===== config.mk =====
export PLATFORM = sky130hd
export DESIGN_NAME = axi_rd_arbiter
export DESIGN_NICKNAME = d
export VERILOG_FILES = /design/src/rtl/axi_rd_arbiter.sv
export SDC_FILE = /design/constraint.sdc
export NUM_CORES = 1
export LEC_CHECK = 0
export CAP_MARGIN = 10
export CORE_MARGIN = 4
export CORE_UTILIZATION = 25
export CTS_CLUSTER_SIZE = 24
export DETAILED_ROUTE_END_ITERATION = 8
export GPL_TIMING_DRIVEN = 1
export MAX_ROUTING_LAYER = met4
export PLACE_DENSITY = 0.79
export SLEW_MARGIN = 20
export SYNTH_ARGS = -nofsm -noshare
export SYNTH_HDL_FRONTEND = slang
export SYNTH_SLANG_ARGS = --single-unit

===== constraint.sdc =====
create_clock -name clock -period 2 [get_ports clock]
set_input_delay 0.4 -clock clock [delete_from_list [all_inputs] [get_ports clock]]
set_output_delay 0.4 -clock clock [all_outputs]
set_load 0.02 [all_outputs]

===== src/rtl/axi_rd_arbiter.sv =====
// Two-master AXI4 read-channel arbiter.
// Master 0 is the instruction fetch unit and master 1 is the load/store unit.
// One read transaction (AR plus every R beat) owns the slave port at a time.
// It also flags bursts whose rlast does not land on the beat announced by arlen.
module axi_rd_arbiter #(
    parameter int RR = 1,   // 1: round-robin, 0: fixed priority with master 1 winning
    parameter int AW = 32,
    parameter int DW = 32
) (
    input  logic          clock,
    input  logic          reset,        // asynchronous, active-low

    // master 0 (IFU)
    input  logic          m0_arvalid,
    output logic          m0_arready,
    input  logic [AW-1:0] m0_araddr,
    input  logic [7:0]    m0_arlen,
    input  logic [2:0]    m0_arsize,
    output logic          m0_rvalid,
    input  logic          m0_rready,
    output logic [DW-1:0] m0_rdata,
    output logic [1:0]    m0_rresp,
    output logic          m0_rlast,

    // master 1 (LSU)
    input  logic          m1_arvalid,
    output logic          m1_arready,
    input  logic [AW-1:0] m1_araddr,
    input  logic [7:0]    m1_arlen,
    input  logic [2:0]    m1_arsize,
    output logic          m1_rvalid,
    input  logic          m1_rready,
    output logic [DW-1:0] m1_rdata,
    output logic [1:0]    m1_rresp,
    output logic          m1_rlast,

    // slave read port
    output logic          s_arvalid,
    input  logic          s_arready,
    output logic [AW-1:0] s_araddr,
    output logic [7:0]    s_arlen,
    output logic [2:0]    s_arsize,
    input  logic          s_rvalid,
    output logic          s_rready,
    input  logic [DW-1:0] s_rdata,
    input  logic [1:0]    s_rresp,
    input  logic          s_rlast,

    // status
    output logic          busy,
    output logic          owner,
    output logic          err_last
);

    typedef enum logic [1:0] {
        IDLE = 2'd0,
        ADDR = 2'd1,
        DATA = 2'd2
    } state_t;

    state_t     state_q, state_d;
    logic       owner_q, owner_d;
    logic       rr_ptr_q, rr_ptr_d;
    logic [7:0] beat_cnt_q, beat_cnt_d;
    logic [7:0] beat_lim_q, beat_lim_d;
    logic       err_last_q, err_last_d;

    logic       own_arvalid;
    logic       own_rready;
    logic       grant;

    // Route the current owner's handshake inputs onto common nets.
    always_comb begin
        own_arvalid = owner_q ? m1_arvalid : m0_arvalid;
        own_rready  = owner_q ? m1_rready  : m0_rready;
    end

    // Pick the next owner: a lone requester always wins; contention goes to
    // the round-robin pointer, or to master 1 in fixed-priority mode.
    always_comb begin
        grant = m1_arvalid;
        if ((RR != 0) && m0_arvalid && m1_arvalid) begin
            grant = rr_ptr_q;
        end
    end

    // Next-state logic: grant, address handshake, beat counting and the
    // burst-length check. The burst ends only on s_rlast.
    always_comb begin
        state_d    = state_q;
        owner_d    = owner_q;
        rr_ptr_d   = rr_ptr_q;
        beat_cnt_d = beat_cnt_q;
        beat_lim_d = beat_lim_q;
        err_last_d = 1'b0;
        case (state_q)
            IDLE: begin
                if (m0_arvalid || m1_arvalid) begin
                    owner_d = grant;
                    state_d = ADDR;
                end
            end
            ADDR: begin
                if (own_arvalid && s_arready) begin
                    beat_lim_d = owner_q ? m1_arlen : m0_arlen;
                    beat_cnt_d = 8'd0;
                    state_d    = DATA;
                end
            end
            DATA: begin
                if (s_rvalid && own_rready) begin
                    beat_cnt_d = beat_cnt_q + 8'd1;
                    // Mismatch when rlast arrives early/late relative to arlen.
                    err_last_d = s_rlast ^ (beat_cnt_q == beat_lim_q);
                    if (s_rlast) begin
                        state_d = IDLE;
                        if (RR != 0) begin
                            rr_ptr_d = ~owner_q;
                        end
                    end
                end
            end
            default: state_d = IDLE;
        endcase
    end

    // State and bookkeeping registers; reset discards any transfer in flight.
    always_ff @(posedge clock or negedge reset) begin
        if (!reset) begin
            state_q    <= IDLE;
            owner_q    <= 1'b0;
            rr_ptr_q   <= 1'b0;
            beat_cnt_q <= 8'd0;
            beat_lim_q <= 8'd0;
            err_last_q <= 1'b0;
        end else begin
            state_q    <= state_d;
            owner_q    <= owner_d;
            rr_ptr_q   <= rr_ptr_d;
            beat_cnt_q <= beat_cnt_d;
            beat_lim_q <= beat_lim_d;
            err_last_q <= err_last_d;
        end
    end

    // Channel muxing: AR path open only in ADDR, R path only in DATA; all
    // other outputs are held at zero.
    always_comb begin
        m0_arready = 1'b0;
        m1_arready = 1'b0;
        m0_rvalid  = 1'b0;
        m0_rdata   = '0;
        m0_rresp   = 2'b00;
        m0_rlast   = 1'b0;
        m1_rvalid  = 1'b0;
        m1_rdata   = '0;
        m1_rresp   = 2'b00;
        m1_rlast   = 1'b0;
        s_arvalid  = 1'b0;
        s_araddr   = '0;
        s_arlen    = 8'd0;
        s_arsize   = 3'd0;
        s_rready   = 1'b0;
        case (state_q)
            ADDR: begin
                s_arvalid = own_arvalid;
                s_araddr  = owner_q ? m1_araddr : m0_araddr;
                s_arlen   = owner_q ? m1_arlen  : m0_arlen;
                s_arsize  = owner_q ? m1_arsize : m0_arsize;
                if (owner_q) begin
                    m1_arready = s_arready;
                end else begin
                    m0_arready = s_arready;
                end
            end
            DATA: begin
                s_rready = own_rready;
                if (owner_q) begin
                    m1_rvalid = s_rvalid;
                    m1_rdata  = s_rdata;
                    m1_rresp  = s_rresp;
                    m1_rlast  = s_rlast;
                end else begin
                    m0_rvalid = s_rvalid;
                    m0_rdata  = s_rdata;
                    m0_rresp  = s_rresp;
                    m0_rlast  = s_rlast;
                end
            end
            default: ;
        endcase
    end

    assign busy     = (state_q != IDLE);
    assign owner    = owner_q;
    assign err_last = err_last_q;

endmodule


==> metrics.md, run 1 <==
| Metric | Value |
|---|---|
| Status | finished with violations |
| Failing checks | negative setup slack |
| Final TNS setup | -0.03106 ns |
| Number of port buffers | 250 |
| Die boundary width | 102.9 µm |
| Fillers | 842 |
| Area growth syn-to-layout | 111.3% |
| Vias in the first global route | 3141 |
| Cell Area, Placed | 5031 µm² |
| Placed cells | 648 |
| DRT Pass-1 Iters | 4 |
| Final instance area | 4753 µm² |
| Core box area | 8721 µm² |
| Pre-CTS setup slack | -0.3006 ns |
| Antenna violations before repair | 0 |
| Routed WL | 10920 µm |
| Crit path DAT | 1.62 ns |
| Post-route DRC | 0 |
| CTS Hold Bufs | 0 |
| LEAKAGE | 2.428 nW |
| Critical Path RT | 1.60 ns |
| Final hold violations | 0 |
| Cell variety after synth | 35 |
| PnR Total Power | 0.005090 W |
| Avg Synthesized Cell Area | 7.921 µm² |
| Clock Latency Late Sink | 0.26 ns |
| Cell type with the largest total area after synthesis | dfrtp_1 |
| GR Overflow Total | 0 |
| Post-synthesis sequential area ratio | 0.2336 |
| Row cnt | 34 |
| TritonCTS buffer count | 3 |
| Final setup margin | -0.01855 ns |
| Starting density of the core | 0.2580 |
| Clock transition at path regs | 0.07 ns |
| Die area | 10580 µm² |
| CTS Root Cell | clkbuf_8 |
| First-pass GRT wire length | 14860 µm |
| Hold Path Class | in -> async |
| Tmin final | 2.019 ns |
| Slew @ Worst Pin | 0.3750 ns |
| Hpwl dp | 8725 µm |
| CTS Buffer Depth | 2 |
| I/O pin total | 251 |
| Largest net degree at the start of global routing | 39 |
| Worst Clk Skew | 0.002553 ns |
| Non-Filler Instances | 668 |
| Maximum vdd drop | 0.0004927 V |
| Number of setup violations in the final report | 2 |
| Total GRT Usage | 0.1833 |
| RSZ-0062 raised after global routing | true |
| Kind of critical path | reg -> out |
| Chip Height | 102.9 µm |
| H-Tree Depth | 1 |
| Share of layout cells above drive strength 1 | 0.3089 |
| Synth warn | 0 |
| Critical Path End Type | primary output |
| Max-Cap Viols | 0 |
| Area share of the largest cell type after synthesis | 0.2336 |
| Fmax | 0.4954 GHz |
| GP Congestion | 0.7700 |
| Max-slew violation count | 0 |
| DR vias/cell | 4.617 |
| Flops & latches, synth | 21 |
| PwrDens | 1071 nW/µm² |
| Largest cells by area after synthesis | dfrtp_1 23%, mux2i_1 20%, and2_1 19% |
| ANT nets after route | 0 |
| Antenna diodes | 0 |
| Part of the cycle the worst path needs | 1.009 |
| Slew HR | 0.7500 |
| Vias | 3084 |
| Critical path fanouts, max | 15 |
| Syn_nets | 414 |
| Synthesized cell area | 2250 µm² |
| CTS tree | done |
| Type of origin of the critical path | flip-flop |
| Synth Instances | 284 |
| Initial DRC count | 115 |
| Clock sinks | 21 |
| Final Net Count | 691 |
| DR WL/cell | 16.34 µm |
## routing by layer
metal	up-vias	global-route usage	share of wire	wire [µm]
met5	-	-	0	0
met4	0	0.05279	0.019	212
met3	17	0.03518	0.10	1104
met2	163	0.3322	0.52	5680
met1	1401	0.2040	0.36	3917
li1	1503	-	-	-
## sequential cells by signal (all words and copies together), names as in the netlist
signal / cells
beat_lim_q: 8
owner: 1
state_q: 2
beat_cnt_q: 8
rr_ptr_q: 1
err_last: 1
## metrics by stage
stage / utilization / hold WS [ns]
6_report: 0.5451 / 0.4785
5_1_grt: 0.5451 / 0.5038
4_1_cts: 0.5902 / 0.4887
3_5_place_dp: 0.5769 / 0.4970
3_3_place_gp: 0.5769 / 0.4877
2_1_floorplan: - / 0.1044
## cells by family (layout without fill, tap and decap cells)
kind of cell | Yosys count | after routing | share of synthesized area
buf+inv | 25 | 301 | 0.05562
simple gates | 152 | 152 | 0.3610
compound gates | 30 | 30 | 0.09621
fa+ha+maj | 1 | 1 | 0.005561
flops | 21 | 21 | 0.2336
xor+xnor | 8 | 8 | 0.03115
mux | 47 | 47 | 0.2169
## worst max-delay path, stage by stage, from the launching register on
cell	delay (ns)
dfrtp_2	0.42
buf_4	0.14
buf_12	0.16
mux2i_1	0.26
nor2_1	0.05
dlygate4sd2_1	0.32
## cells in the mapped netlist
cell / n
nor3_4: 1
nand4_1: 3
a21oi_1: 3
buf_4: 5
buf_2: 10
nand2b_4: 1
or2_1: 1
nand2_1: 8
o21ai_0: 5
and3_1: 2
nor2_2: 1
o22ai_1: 1
or3_4: 1
mux2_4: 1
and2_1: 70
a2bb2oi_1: 1
nand3_1: 4
nor3_1: 2
o21ai_1: 7
mux2i_4: 1
dfrtp_1: 21
or3_1: 1
inv_1: 4
xnor2_1: 8
a31oi_1: 2
o31ai_2: 1
a22o_1: 9
o32a_4: 1
clkbuf_1: 6
nor2b_1: 1
nor2_1: 54
nand2b_1: 1
nand3b_1: 1
ha_1: 1
mux2i_1: 45
## where the power goes
part	internal [W]	switching [W]	leakage, nW
logic	0.00193	0.00221	2.13
registers	0.000557	0.000126	0.274
clock network	0.000139	0.000133	0.0255
## timing repair
| item | in CTS | in global routing |
|---|---|---|
| resized for setup | 344 | 114 |
| endpoints found under the setup margin | 121 | 84 |
| setup buffers | 8 | 5 |
| cloned | 1 | 3 |
| pin swaps | 4 | 3 |
| endpoints found under the hold margin | 0 | 0 |
## layout make-up
type	instances	area, µm²	share of cell area
timing repair buffer	293	2396	0.5041
multi-input combinational	238	1634	0.3438
sequential	21	526.8	0.1108
tap	108	135.1	0.02843
clock buffer	3	41.29	0.008686
inverter	4	15.01	0.003159
clock inverter	1	5.005	0.001053
## path summary, 6_finish.rpt
check                           slack (ns)  depth (start not counted)                 startpoint                        end
worst max-delay path                 -0.02                          5          owner$_DFFE_PN0P_                s_araddr[1]
worst min-delay path                  0.48                          2                      reset  beat_lim_q[4]$_DFFE_PN0P_
worst max register to register        0.14                          7          owner$_DFFE_PN0P_  beat_cnt_q[7]$_DFFE_PN0P_
worst min register to register        0.49                          1  beat_cnt_q[7]$_DFFE_PN0P_  beat_cnt_q[7]$_DFFE_PN0P_
max in group asynchronous             1.29                          2                      reset          owner$_DFFE_PN0P_
min in group clock                    0.49                          1  beat_cnt_q[7]$_DFFE_PN0P_  beat_cnt_q[7]$_DFFE_PN0P_
## cells in the final DEF, fill, tap and decap left out, drive strengths merged
master / instances
and2: 70
or2: 1
o21ai: 12
a21oi: 3
nand2b: 2
mux2i: 46
o32a: 1
nand3: 4
nor2: 55
clkinv: 1
dlygate4sd2: 9
nand3b: 1
and3: 2
a31oi: 2
nand4: 3
nand2: 8
ha: 1
clkdlybuf4s15: 3
a22o: 9
clkdlybuf4s50: 129
a2bb2oi: 1
dfrtp: 21
nor2b: 1
xnor2: 8
o31ai: 1
clkbuf: 24
buf: 131
nor3: 3
or3: 2
inv: 4
mux2: 1
o22ai: 1
No activity file was read; power rests on OpenSTA's default activity.
==> run 2, diff against run 1 <==
--- a/config.mk
+++ b/config.mk
@@ -12,7 +12,7 @@
 export DETAILED_ROUTE_END_ITERATION = 8
 export GPL_TIMING_DRIVEN = 1
 export MAX_ROUTING_LAYER = met4
-export PLACE_DENSITY = 0.79
+export PLACE_DENSITY = 0.74
 export SLEW_MARGIN = 20
 export SYNTH_ARGS = -nofsm -noshare
 export SYNTH_HDL_FRONTEND = slang
==> metrics.md, run 2 (same netlist as run 1, synthesis figures left out) <==
| Metric | Value |
|---|---|
| Commonest cells after routing, fill and taps aside | 129 x clkdlybuf4s50_1, 84 x buf_2, 70 x and2_1 |
| Part of the cycle the worst path needs | 0.9863 |
| Critical Path RT | 1.60 ns |
| GR Overflow Total | 0 |
| Type of origin of the critical path | flip-flop |
| CTS Buffer Depth | 2 |
| Number of setup violations in the final report | 0 |
| Largest net degree at the start of global routing | 38 |
| CTS tree | done |
| Post-route DRC | 0 |
| Placed cells | 649 |
| Routed WL | 11220 µm |
| Max-slew violation count | 0 |
| Share of layout cells above drive strength 1 | 0.2899 |
| Fillers | 858 |
| TritonCTS buffer count | 3 |
| Row cnt | 34 |
| Clock sinks | 21 |
| Final Net Count | 683 |
| Hpwl dp | 8799 µm |
| H-Tree Depth | 1 |
| Clock Latency Late Sink | 0.26 ns |
| Number of port buffers | 250 |
| Slew HR | 0.7523 |
| Core box area | 8721 µm² |
| Final hold violations | 0 |
| First-pass GRT wire length | 15530 µm |
| Antenna violations before repair | 0 |
| DRT Pass-1 Iters | 4 |
| DR vias/cell | 4.633 |
| Vias in the first global route | 3105 |
| Fmax | 0.5069 GHz |
| Hold Path Class | in -> async |
| Die area | 10580 µm² |
| Max-Cap Viols | 0 |
| Tmin final | 1.973 ns |
| I/O pin total | 251 |
| Vias | 3058 |
| LEAKAGE | 2.390 nW |
| FF/Latch Area | 526.8 µm² |
| Final TNS setup | 0 ns |
| Non-Filler Instances | 660 |
| Maximum vdd drop | 0.0004692 V |
| Total GRT Usage | 0.1919 |
| FF-to-FF setup slack | 0.08 ns |
| ANT nets after route | 0 |
| Kind of critical path | reg -> out |
| Crit path DAT | 1.57 ns |
| Initial DRC count | 105 |
| Starting density of the core | 0.2580 |
| Clock transition at path regs | 0.08 ns |
| Die boundary width | 102.9 µm |
| CTS Hold Bufs | 0 |
| DR WL/cell | 17.00 µm |
| Status | finished clean |
| Biggest regs | beat_cnt_q x8, beat_lim_q x8, state_q x2 |
| Critical Path End Type | primary output |
| Antenna diodes | 0 |
| PwrDens | 1075 nW/µm² |
| RSZ-0062 raised after global routing | true |
| Worst Clk Skew | 0.001607 ns |
| Most common cell after layout, fill and taps aside | clkdlybuf4s50_1 |
| GP Congestion | 0.7943 |
| Chip Height | 102.9 µm |
| Slew @ Worst Pin | 0.3716 ns |
| Critical path fanouts, max | 17 |
| Multi-input gate area | 1640 µm² |
| CTS Root Cell | clkbuf_8 |
| Area growth syn-to-layout | 111.3% |
## run 2: path summary, 6_finish.rpt
check,to,cells past startpoint,startpoint
max,m1_rdata[12],5,state_q[0]$_DFFE_PN0P_
min,beat_lim_q[4]$_DFFE_PN0P_,2,reset
max reg2reg,beat_cnt_q[7]$_DFFE_PN0P_,7,owner$_DFFE_PN0P_
min reg2reg,beat_cnt_q[7]$_DFFE_PN0P_,1,beat_cnt_q[7]$_DFFE_PN0P_
max in group asynchronous,owner$_DFFE_PN0P_,2,reset
min in group clock,beat_cnt_q[7]$_DFFE_PN0P_,1,beat_cnt_q[7]$_DFFE_PN0P_
## run 2: metrics by stage
stage,setup slack (ns),cell area [µm²],util,power (W),hold slack (ns)
5_1_grt,-0.03608,4755,0.5452,0.005468,0.4949
3_3_place_gp,-0.1922,5036,0.5775,0.004986,0.4818
2_1_floorplan,0.07574,2250,-,0.002990,0.1044
3_5_place_dp,-0.2009,5036,0.5775,0.005028,0.4995
4_1_cts,-0.09370,5101,0.5849,0.005130,0.4896
6_report,0.02737,4755,0.5452,0.005111,0.4752
## run 2: cell type report
| cell class | count | share of cell area |
|---|---|---|
| Timing Repair Buffer | 285 | 0.5024 |
| Multi-Input combinational cell | 238 | 0.3450 |
| Sequential cell | 21 | 0.1108 |
| Tap cell | 108 | 0.02842 |
| Clock buffer | 3 | 0.008684 |
| Inverter | 4 | 0.003158 |
| Clock inverter | 1 | 0.001579 |
## run 2: critical path, stage by stage (launching register included)
cell and delay, ns:
dfrtp_1 0.39, nand2b_4 0.17, nor2_4 0.17, clkbuf_16 0.19
and2_1 0.13, clkdlybuf4s15_2 0.25
## run 2: report_power, final
group / total [W] / switching, W / internal (W)
clock network: 0.000287 / 0.000146 / 0.000141
registers: 0.000695 / 0.000138 / 0.000557
logic: 0.00413 / 0.00221 / 0.00192
## run 2: metal layers
metal	vias to the layer above	wire length, µm	global-route usage
li1	1495	-	-
met1	1401	3958	0.2151
met2	154	6006	0.3481
met3	8	1141	0.04804
met4	0	113	0.03386
met5	-	0	-
## run 2: timing repair
| action | in CTS | in global routing |
|---|---|---|
| buffers inserted | 2 | 0 |
| gates cloned | 1 | 4 |
| pin swaps | 0 | 2 |
| setup endpoints to repair | 119 | 88 |
| resized for setup | 319 | 127 |
